`src/rtl/dpram_pkg.sv`:
```
// Shared constants and the byte-lane merge helper for the dual-port byte-enable RAM.
package dpram_pkg;

    localparam int RDW_READ_FIRST  = 0;
    localparam int RDW_WRITE_FIRST = 1;
    localparam int PRIO_A          = 0;
    localparam int PRIO_B          = 1;

    // Widest word/lane count the merge helper handles; callers widen/narrow with casts.
    localparam int MAX_DATA  = 256;
    localparam int MAX_LANES = 256;
    localparam int LANE_IW   = $clog2(MAX_LANES);

    // Bytes whose enable is set come from new_w, the rest from old_w.
    function automatic logic [MAX_DATA-1:0] lane_merge(
        input logic [MAX_DATA-1:0]  old_w,
        input logic [MAX_DATA-1:0]  new_w,
        input logic [MAX_LANES-1:0] be,
        input int                   byte_w
    );
        logic [MAX_DATA-1:0] m;
        int                  lane;
        m = old_w;
        for (int i = 0; i < MAX_DATA; i++) begin
            lane = i / byte_w;
            if (lane < MAX_LANES && be[lane[LANE_IW-1:0]])
                m[i] = new_w[i];
        end
        return m;
    endfunction

endpackage

```
`src/rtl/dpram_be_out_pipe.sv`:
```
// Optional per-port output register: data/valid delayed one cycle, or wired straight through.
module dpram_out_pipe #(
    parameter int DATA    = 16,
    parameter int OUT_REG = 1
) (
    input  logic            clK,
    input  logic            rst_n,
    input  logic [DATA-1:0] i_data,
    input  logic            i_vld,
    output logic [DATA-1:0] o_data,
    output logic            o_vld
);

    generate
        if (OUT_REG != 0) begin : g_reg
            logic [DATA-1:0] r_data;
            logic            r_vld;

            // Extra timing stage; data only moves with a valid word so it holds otherwise.
            always_ff @(posedge clK or negedge rst_n) begin
                if (!rst_n) begin
                    r_data <= '0;
                    r_vld  <= 1'b0;
                end else begin
                    r_vld <= i_vld;
                    if (i_vld)
                        r_data <= i_data;
                end
            end

            assign o_data = r_data;
            assign o_vld  = r_vld;
        end else begin : g_byp
            logic w_unused;
            assign w_unused = clK ^ rst_n;
            assign o_data   = i_data;
            assign o_vld    = i_vld;
        end
    endgenerate

endmodule

```
`src/rtl/dpram_be.sv`:
```
// True dual-port RAM with per-lane byte enables, registered reads with valid strobes,
// selectable read-during-write view and same-address write arbitration with a monitor.
module dpram_be
    import dpram_pkg::*;
#(
    parameter int DATA      = 16,
    parameter int ADDR      = 5,
    parameter int BYTE      = 8,
    parameter int RDW_MODE  = 0,
    parameter int OUT_REG   = 1,
    parameter int COLL_PRIO = 0
) (
    input  logic                   clK,
    input  logic                   rst_n,
    input  logic                   a_port_EN,
    input  logic                   a_port_WR,
    input  logic [DATA/BYTE-1:0]   a_port_BE,
    input  logic [ADDR-1:0]        a_port_ADDR,
    input  logic [DATA-1:0]        a_port_data_IN,
    output logic [DATA-1:0]        a_port_data_OUT,
    output logic                   a_port_VALID,
    input  logic                   b_port_EN,
    input  logic                   b_port_WR,
    input  logic [DATA/BYTE-1:0]   b_port_BE,
    input  logic [ADDR-1:0]        b_port_ADDR,
    input  logic [DATA-1:0]        b_port_data_IN,
    output logic [DATA-1:0]        b_port_data_OUT,
    output logic                   b_port_VALID,
    output logic                   coll_FLAG,
    output logic [15:0]            coll_COUNT
);

    localparam int LANES = DATA / BYTE;
    localparam int DEPTH = 2 ** ADDR;

    logic [DATA-1:0]  r_mem [DEPTH];

    logic             w_a_wr, w_b_wr, w_coll;
    logic [LANES-1:0] w_a_be_wr, w_b_be_wr;
    logic [LANES-1:0] w_a_lane, w_b_lane;
    logic [DATA-1:0]  w_a_old, w_b_old, w_a_rd, w_b_rd;

    logic [DATA-1:0]  r_a_data, r_b_data;
    logic             r_a_vld, r_b_vld;
    logic             r_coll_flag;
    logic [15:0]      r_coll_cnt;

    // Writes are blocked while reset is held so an in-reset access never lands.
    assign w_a_wr    = a_port_EN & a_port_WR & rst_n;
    assign w_b_wr    = b_port_EN & b_port_WR & rst_n;
    assign w_a_be_wr = w_a_wr ? a_port_BE : '0;
    assign w_b_be_wr = w_b_wr ? b_port_BE : '0;
    assign w_coll    = w_a_wr & w_b_wr & (a_port_ADDR == b_port_ADDR);

    // Lane arbitration: on a same-address collision the losing port drops the shared lanes.
    always_comb begin
        w_a_lane = w_a_be_wr;
        w_b_lane = w_b_be_wr;
        if (w_coll) begin
            if (COLL_PRIO == PRIO_A)
                w_b_lane = w_b_be_wr & ~w_a_be_wr;
            else
                w_a_lane = w_a_be_wr & ~w_b_be_wr;
        end
    end

    // Memory write; lane masks are disjoint on a collision so both NBAs can coexist.
    always_ff @(posedge clK) begin
        for (int l = 0; l < LANES; l++) begin
            if (w_a_lane[l])
                r_mem[a_port_ADDR][l*BYTE +: BYTE] <= a_port_data_IN[l*BYTE +: BYTE];
        end
        for (int l = 0; l < LANES; l++) begin
            if (w_b_lane[l])
                r_mem[b_port_ADDR][l*BYTE +: BYTE] <= b_port_data_IN[l*BYTE +: BYTE];
        end
    end

    // Read view: pre-write word, or own-port write merged in for write-first (uses own BE,
    // not the arbitrated mask, so a losing port still sees its own write).
    assign w_a_old = r_mem[a_port_ADDR];
    assign w_b_old = r_mem[b_port_ADDR];
    assign w_a_rd  = (RDW_MODE == RDW_WRITE_FIRST)
                   ? DATA'(lane_merge(MAX_DATA'(w_a_old), MAX_DATA'(a_port_data_IN),
                                      MAX_LANES'(w_a_be_wr), BYTE))
                   : w_a_old;
    assign w_b_rd  = (RDW_MODE == RDW_WRITE_FIRST)
                   ? DATA'(lane_merge(MAX_DATA'(w_b_old), MAX_DATA'(b_port_data_IN),
                                      MAX_LANES'(w_b_be_wr), BYTE))
                   : w_b_old;

    // Port A registered read; every enabled access returns a word.
    always_ff @(posedge clK or negedge rst_n) begin
        if (!rst_n) begin
            r_a_data <= '0;
            r_a_vld  <= 1'b0;
        end else begin
            r_a_vld <= a_port_EN;
            if (a_port_EN)
                r_a_data <= w_a_rd;
        end
    end

    // Port B registered read.
    always_ff @(posedge clK or negedge rst_n) begin
        if (!rst_n) begin
            r_b_data <= '0;
            r_b_vld  <= 1'b0;
        end else begin
            r_b_vld <= b_port_EN;
            if (b_port_EN)
                r_b_data <= w_b_rd;
        end
    end

    // Collision monitor: one-cycle flag plus saturating event count.
    always_ff @(posedge clK or negedge rst_n) begin
        if (!rst_n) begin
            r_coll_flag <= 1'b0;
            r_coll_cnt  <= '0;
        end else begin
            r_coll_flag <= w_coll;
            if (w_coll && r_coll_cnt != 16'hFFFF)
                r_coll_cnt <= r_coll_cnt + 16'd1;
        end
    end

    assign coll_FLAG  = r_coll_flag;
    assign coll_COUNT = r_coll_cnt;

    dpram_out_pipe #(.DATA(DATA), .OUT_REG(OUT_REG)) u_pipe_a (
        .clK    (clK),
        .rst_n  (rst_n),
        .i_data (r_a_data),
        .i_vld  (r_a_vld),
        .o_data (a_port_data_OUT),
        .o_vld  (a_port_VALID)
    );

    dpram_out_pipe #(.DATA(DATA), .OUT_REG(OUT_REG)) u_pipe_b (
        .clK    (clK),
        .rst_n  (rst_n),
        .i_data (r_b_data),
        .i_vld  (r_b_vld),
        .o_data (b_port_data_OUT),
        .o_vld  (b_port_VALID)
    );

endmodule

```
`config.mk`:
```
export PLATFORM = sky130hd
export DESIGN_NAME = dpram_be
export DESIGN_NICKNAME = d
export VERILOG_FILES = /design/src/rtl/dpram_pkg.sv /design/src/rtl/dpram_be_out_pipe.sv /design/src/rtl/dpram_be.sv
export SDC_FILE = /design/constraint.sdc
export NUM_CORES = 1
export LEC_CHECK = 0
export CORE_MARGIN = 2
export CORE_UTILIZATION = 50
export DETAILED_ROUTE_END_ITERATION = 6
export PLACE_DENSITY = 0.7
export SYNTH_ARGS = -nofsm -noshare
export SYNTH_HDL_FRONTEND = slang
export SYNTH_SLANG_ARGS = --single-unit
```
`constraint.sdc`:
```
create_clock -name clK -period 2.2 [get_ports clK]
set_clock_uncertainty 0.2 [all_clocks]
set_input_delay 0.66 -clock clK [delete_from_list [all_inputs] [get_ports clK]]
set_output_delay 0.66 -clock clK [all_outputs]
set_load 0.02 [all_outputs]
```
==> key figures <==
Logic synthesis
  – Post-synth EDFFs: 512
  – Yosys top cell by area: edfxtp_1
  – Synth warn: 0
  – Synth top area cells: edfxtp_1, mux2_2, mux4_2
  – Count leader, synth: mux2_2
  – Synth Flop Type: edfxtp_1
  – Mapped Cells: 2239
  – Yosys top cell area share: 45.2%
  – Register area share after synthesis: 51.5%
  – Synth unique cells: 61
  – Asr flop ratio synth: 14.2%
  – Mean Syn Cell Area: 15.2 µm²
  – Synthesis-stage register bit count: 597
  – Synth top cells by count: mux2_2, edfxtp_1, mux4_2
  – Syn Std Cell Area: 34000 µm²
  – Net Count, Synth: 2292

Clock tree
  – CTS Buf Count: 67
  – Htree depth: 3
  – Root buffer cell: clkbuf_16
  – Deepest clock path buffer count: 3
  – Clk_lat worst skew: 630 ps
  – Reg clk slew, reported paths: 60 ps
  – CTS tree: yes
  – Clock Sinks: 597

STA
  – Worst hold slack: 96.0 ps
  – Final Hold Fails: 0
  – Max Slew Vio Count: 0
  – Unrepaired setup endpoints after global routing: true
  – Crit share post-route: 112%
  – Relative slew slack: 49.0%
  – Setup violations, final: 787
  – Slew @ Worst Pin: 765 ps
  – PnR worst setup slack: -269 ps
  – Post-layout min period: 2470 ps
  – Fmax: 0.405 GHz

Floorplan
  – CORE AREA: 67300 µm²
  – DIE HEIGHT: 265 µm
  – Die Area: 70100 µm²
  – Die X: 265 µm
  – Cell Rows: 95
  – Ports: 103
  – Starting density of the core: 50.6%

Critical path
  – CP Class: input port to register
  – Buf/Inv on CP: 7
  – CP endpoint kind: register
  – Largest delay contributor family on the critical path: buffers and inverters
  – Reg2reg end: r_a_data[12]
  – Startpoint Class: input port
  – Max FO, Critical Path: 6
  – Critical Path Slowest Stage Cell: mux2_4
  – Data required, critical path: 2360 ps
  – Critical path's most frequent cell: buf_12
  – Worst path cell trace: buf_8 > xnor2_4 > nand4_1 > buf_12 > buf_6 > o311ai_4 > buf_4 > buf_12 > buf_6 > nor2_4 > buf_12 > mux2_4
  – Origin of the worst setup path: b_port_ADDR[1]
  – Origin of the critical flop-to-flop path: r_mem[22][12]
  – Worst endpoint data arrival time: 2630 ps
  – Crit path largest cell delay: 290 ps
  – Reg2reg setup slack: -30 ps
  – Worst reg2reg path depth: 5

Global routing
  – GRT Overall Usage: 35.7%
  – Pin count of the biggest net entering global routing: 55
  – Grt ovf: 0
  – Initial antenna violation count: 7
  – First-pass GRT wire length: 180000 µm
  – Vias in the first global route: 24900

Route
  – DR vias/cell: 7.08
  – Initial DRC count: 3862
  – DRC: 0
  – Vias: 25700
  – Antenna-violating nets left: 0
  – Drt total wl: 126000 µm
  – WL per Instance: 34.7 µm
  – Drt first pass iters: 6

Run status
  – Failing checks: negative setup slack
  – Outcome: complete, but fails checks

Finish
  – Layout cells sized above 1: 57.4%
  – NumNets Final: 2756
  – Area Overhead vs Synth: 31.7%

Placement
  – I/O Buffers: 102
  – Hpwl dp: 85300 µm
  – Placer Congestion: 0.972
  – Dpl ws: -1400 ps

Power
  – P per Cell Area: 620 nW/µm²
  – Leak: 15.6 nW
  – Worst VDD drop: 0.000465 V

Min path
  – Min-Delay Path Class: input port to async pin

Run
  – Max-capacitance violation count: 0
-- power breakdown --
group | switching (mW) | internal (mW) | total, mW
Sequential | 0.170 | 12.5 | 12.7
Combinational | 2.29 | 2.07 | 4.35
Clock | 4.75 | 5.96 | 10.7
Total | 7.21 | 20.6 | 27.8
-- per-stage QoR --
| stage | power [mW] | setup TNS [ps] | cells | utilization, % | cell area [µm²] |
|---|---|---|---|---|---|
| 2_1_floorplan | 14.9 | -451390 | 2239 | - | 35100 |
| 3_3_place_gp | 16.8 | -1105700 | 3401 | 60.4 | 40600 |
| 3_5_place_dp | 16.9 | -1116640 | 3401 | 60.4 | 40600 |
| 4_1_cts | 27.6 | -72720 | 3602 | 65.9 | 44300 |
| 5_1_grt | 28.3 | -103910 | 3626 | 66.6 | 44800 |
| 6_report | 27.8 | -68260 | 3629 | 66.6 | 44800 |
-- cell families (layout without fill, tap and decap cells) --
family                     after synthesis  in the layout  synth area share, %
DFF                                    597            597                 51.5
buffers and inverters                  231            745                 2.78
adders and majority gates                1              1               0.0368
AOI/OAI and AO/OA                      251            251                 5.69
xor gates and xnor gates                19             19                0.489
and+or+nand+nor                        262            262                 3.77
other                                    0              3                    0
muxes                                  878            878                 35.8
-- tightest hold or removal path, stage by stage --
cell and delay [ps]:
buf_12 80, buf_6 100, buf_4 580
-- layout by cell type (no fill, tap or decap), types with 22 or more instances in the layout --
master           synthesis  routed
buf_6                    0      44
clkbuf_1               153      23
buf_12                   0     132
o22ai_4                  0      40
clkbuf_16                0      71
mux4_2                 215     215
mux2_2                 526     514
buf_4                    6     332
edfxtp_1               512     512
mux2i_1                109     106
mux2_4                   0      23
dfrtp_1                 85      85
dlygate4sd2_1            0      52
nand3_1                 25      22
nor2_4                   0      62
nand2_1                 62      49
nor2_1                  80      29
clkdlybuf4s50_1          0      33
-- state kept, by name (all words and copies together), names as in the netlist --
name,cells
u_pipe_b.o_data,16
coll_COUNT,16
r_mem,512
coll_FLAG,1
r_a_vld,1
u_pipe_a.o_data,16
r_a_data,16
u_pipe_a.o_vld,1
r_b_vld,1
r_b_data,16
u_pipe_b.o_vld,1
-- worst max-delay path by stage --
stage | end | slack (ps) | cells after the start
2_1_floorplan | r_mem[31][0] | -610 | 8
3_3_place_gp | r_mem[5][1] | -1340 | 7
3_5_place_dp | r_mem[17][7] | -1400 | 8
4_1_cts | r_mem[25][12] | -250 | 12
5_1_grt | r_mem[25][12] | -340 | 12
6_report | r_mem[25][12] | -270 | 12
-- area by class of cell --
class	count	area, µm²
Fill cell	4565	22500
Sequential cell	597	17500
Clock buffer	93	1830
Inverter	4	15.0
Tap cell	873	1090
Clock inverter	26	193
Timing Repair Buffer	622	6990
Multi-Input combinational cell	1411	17200
Antenna cell	3	7.51
-- metal layers --
layer  track usage [%]  vias to the layer above  routed length, µm
met5                 0                        -                 27
met4              12.4                        6               4920
met3              9.28                      322              17100
met2              53.3                     2019              55600
met1              50.9                    13300              48300
li1                  -                    10100                  -
-- repair_timing --
item                                     CTS  global route
endpoints found under the setup margin  1110          1093
endpoints found under the hold margin     31             0
pin swaps                                 45            40
resized for setup                        283            91
hold buffers                               2             0
cloned                                     8             1
buffers inserted                          74            44
Note: power is estimated with default switching activity, not from simulation.
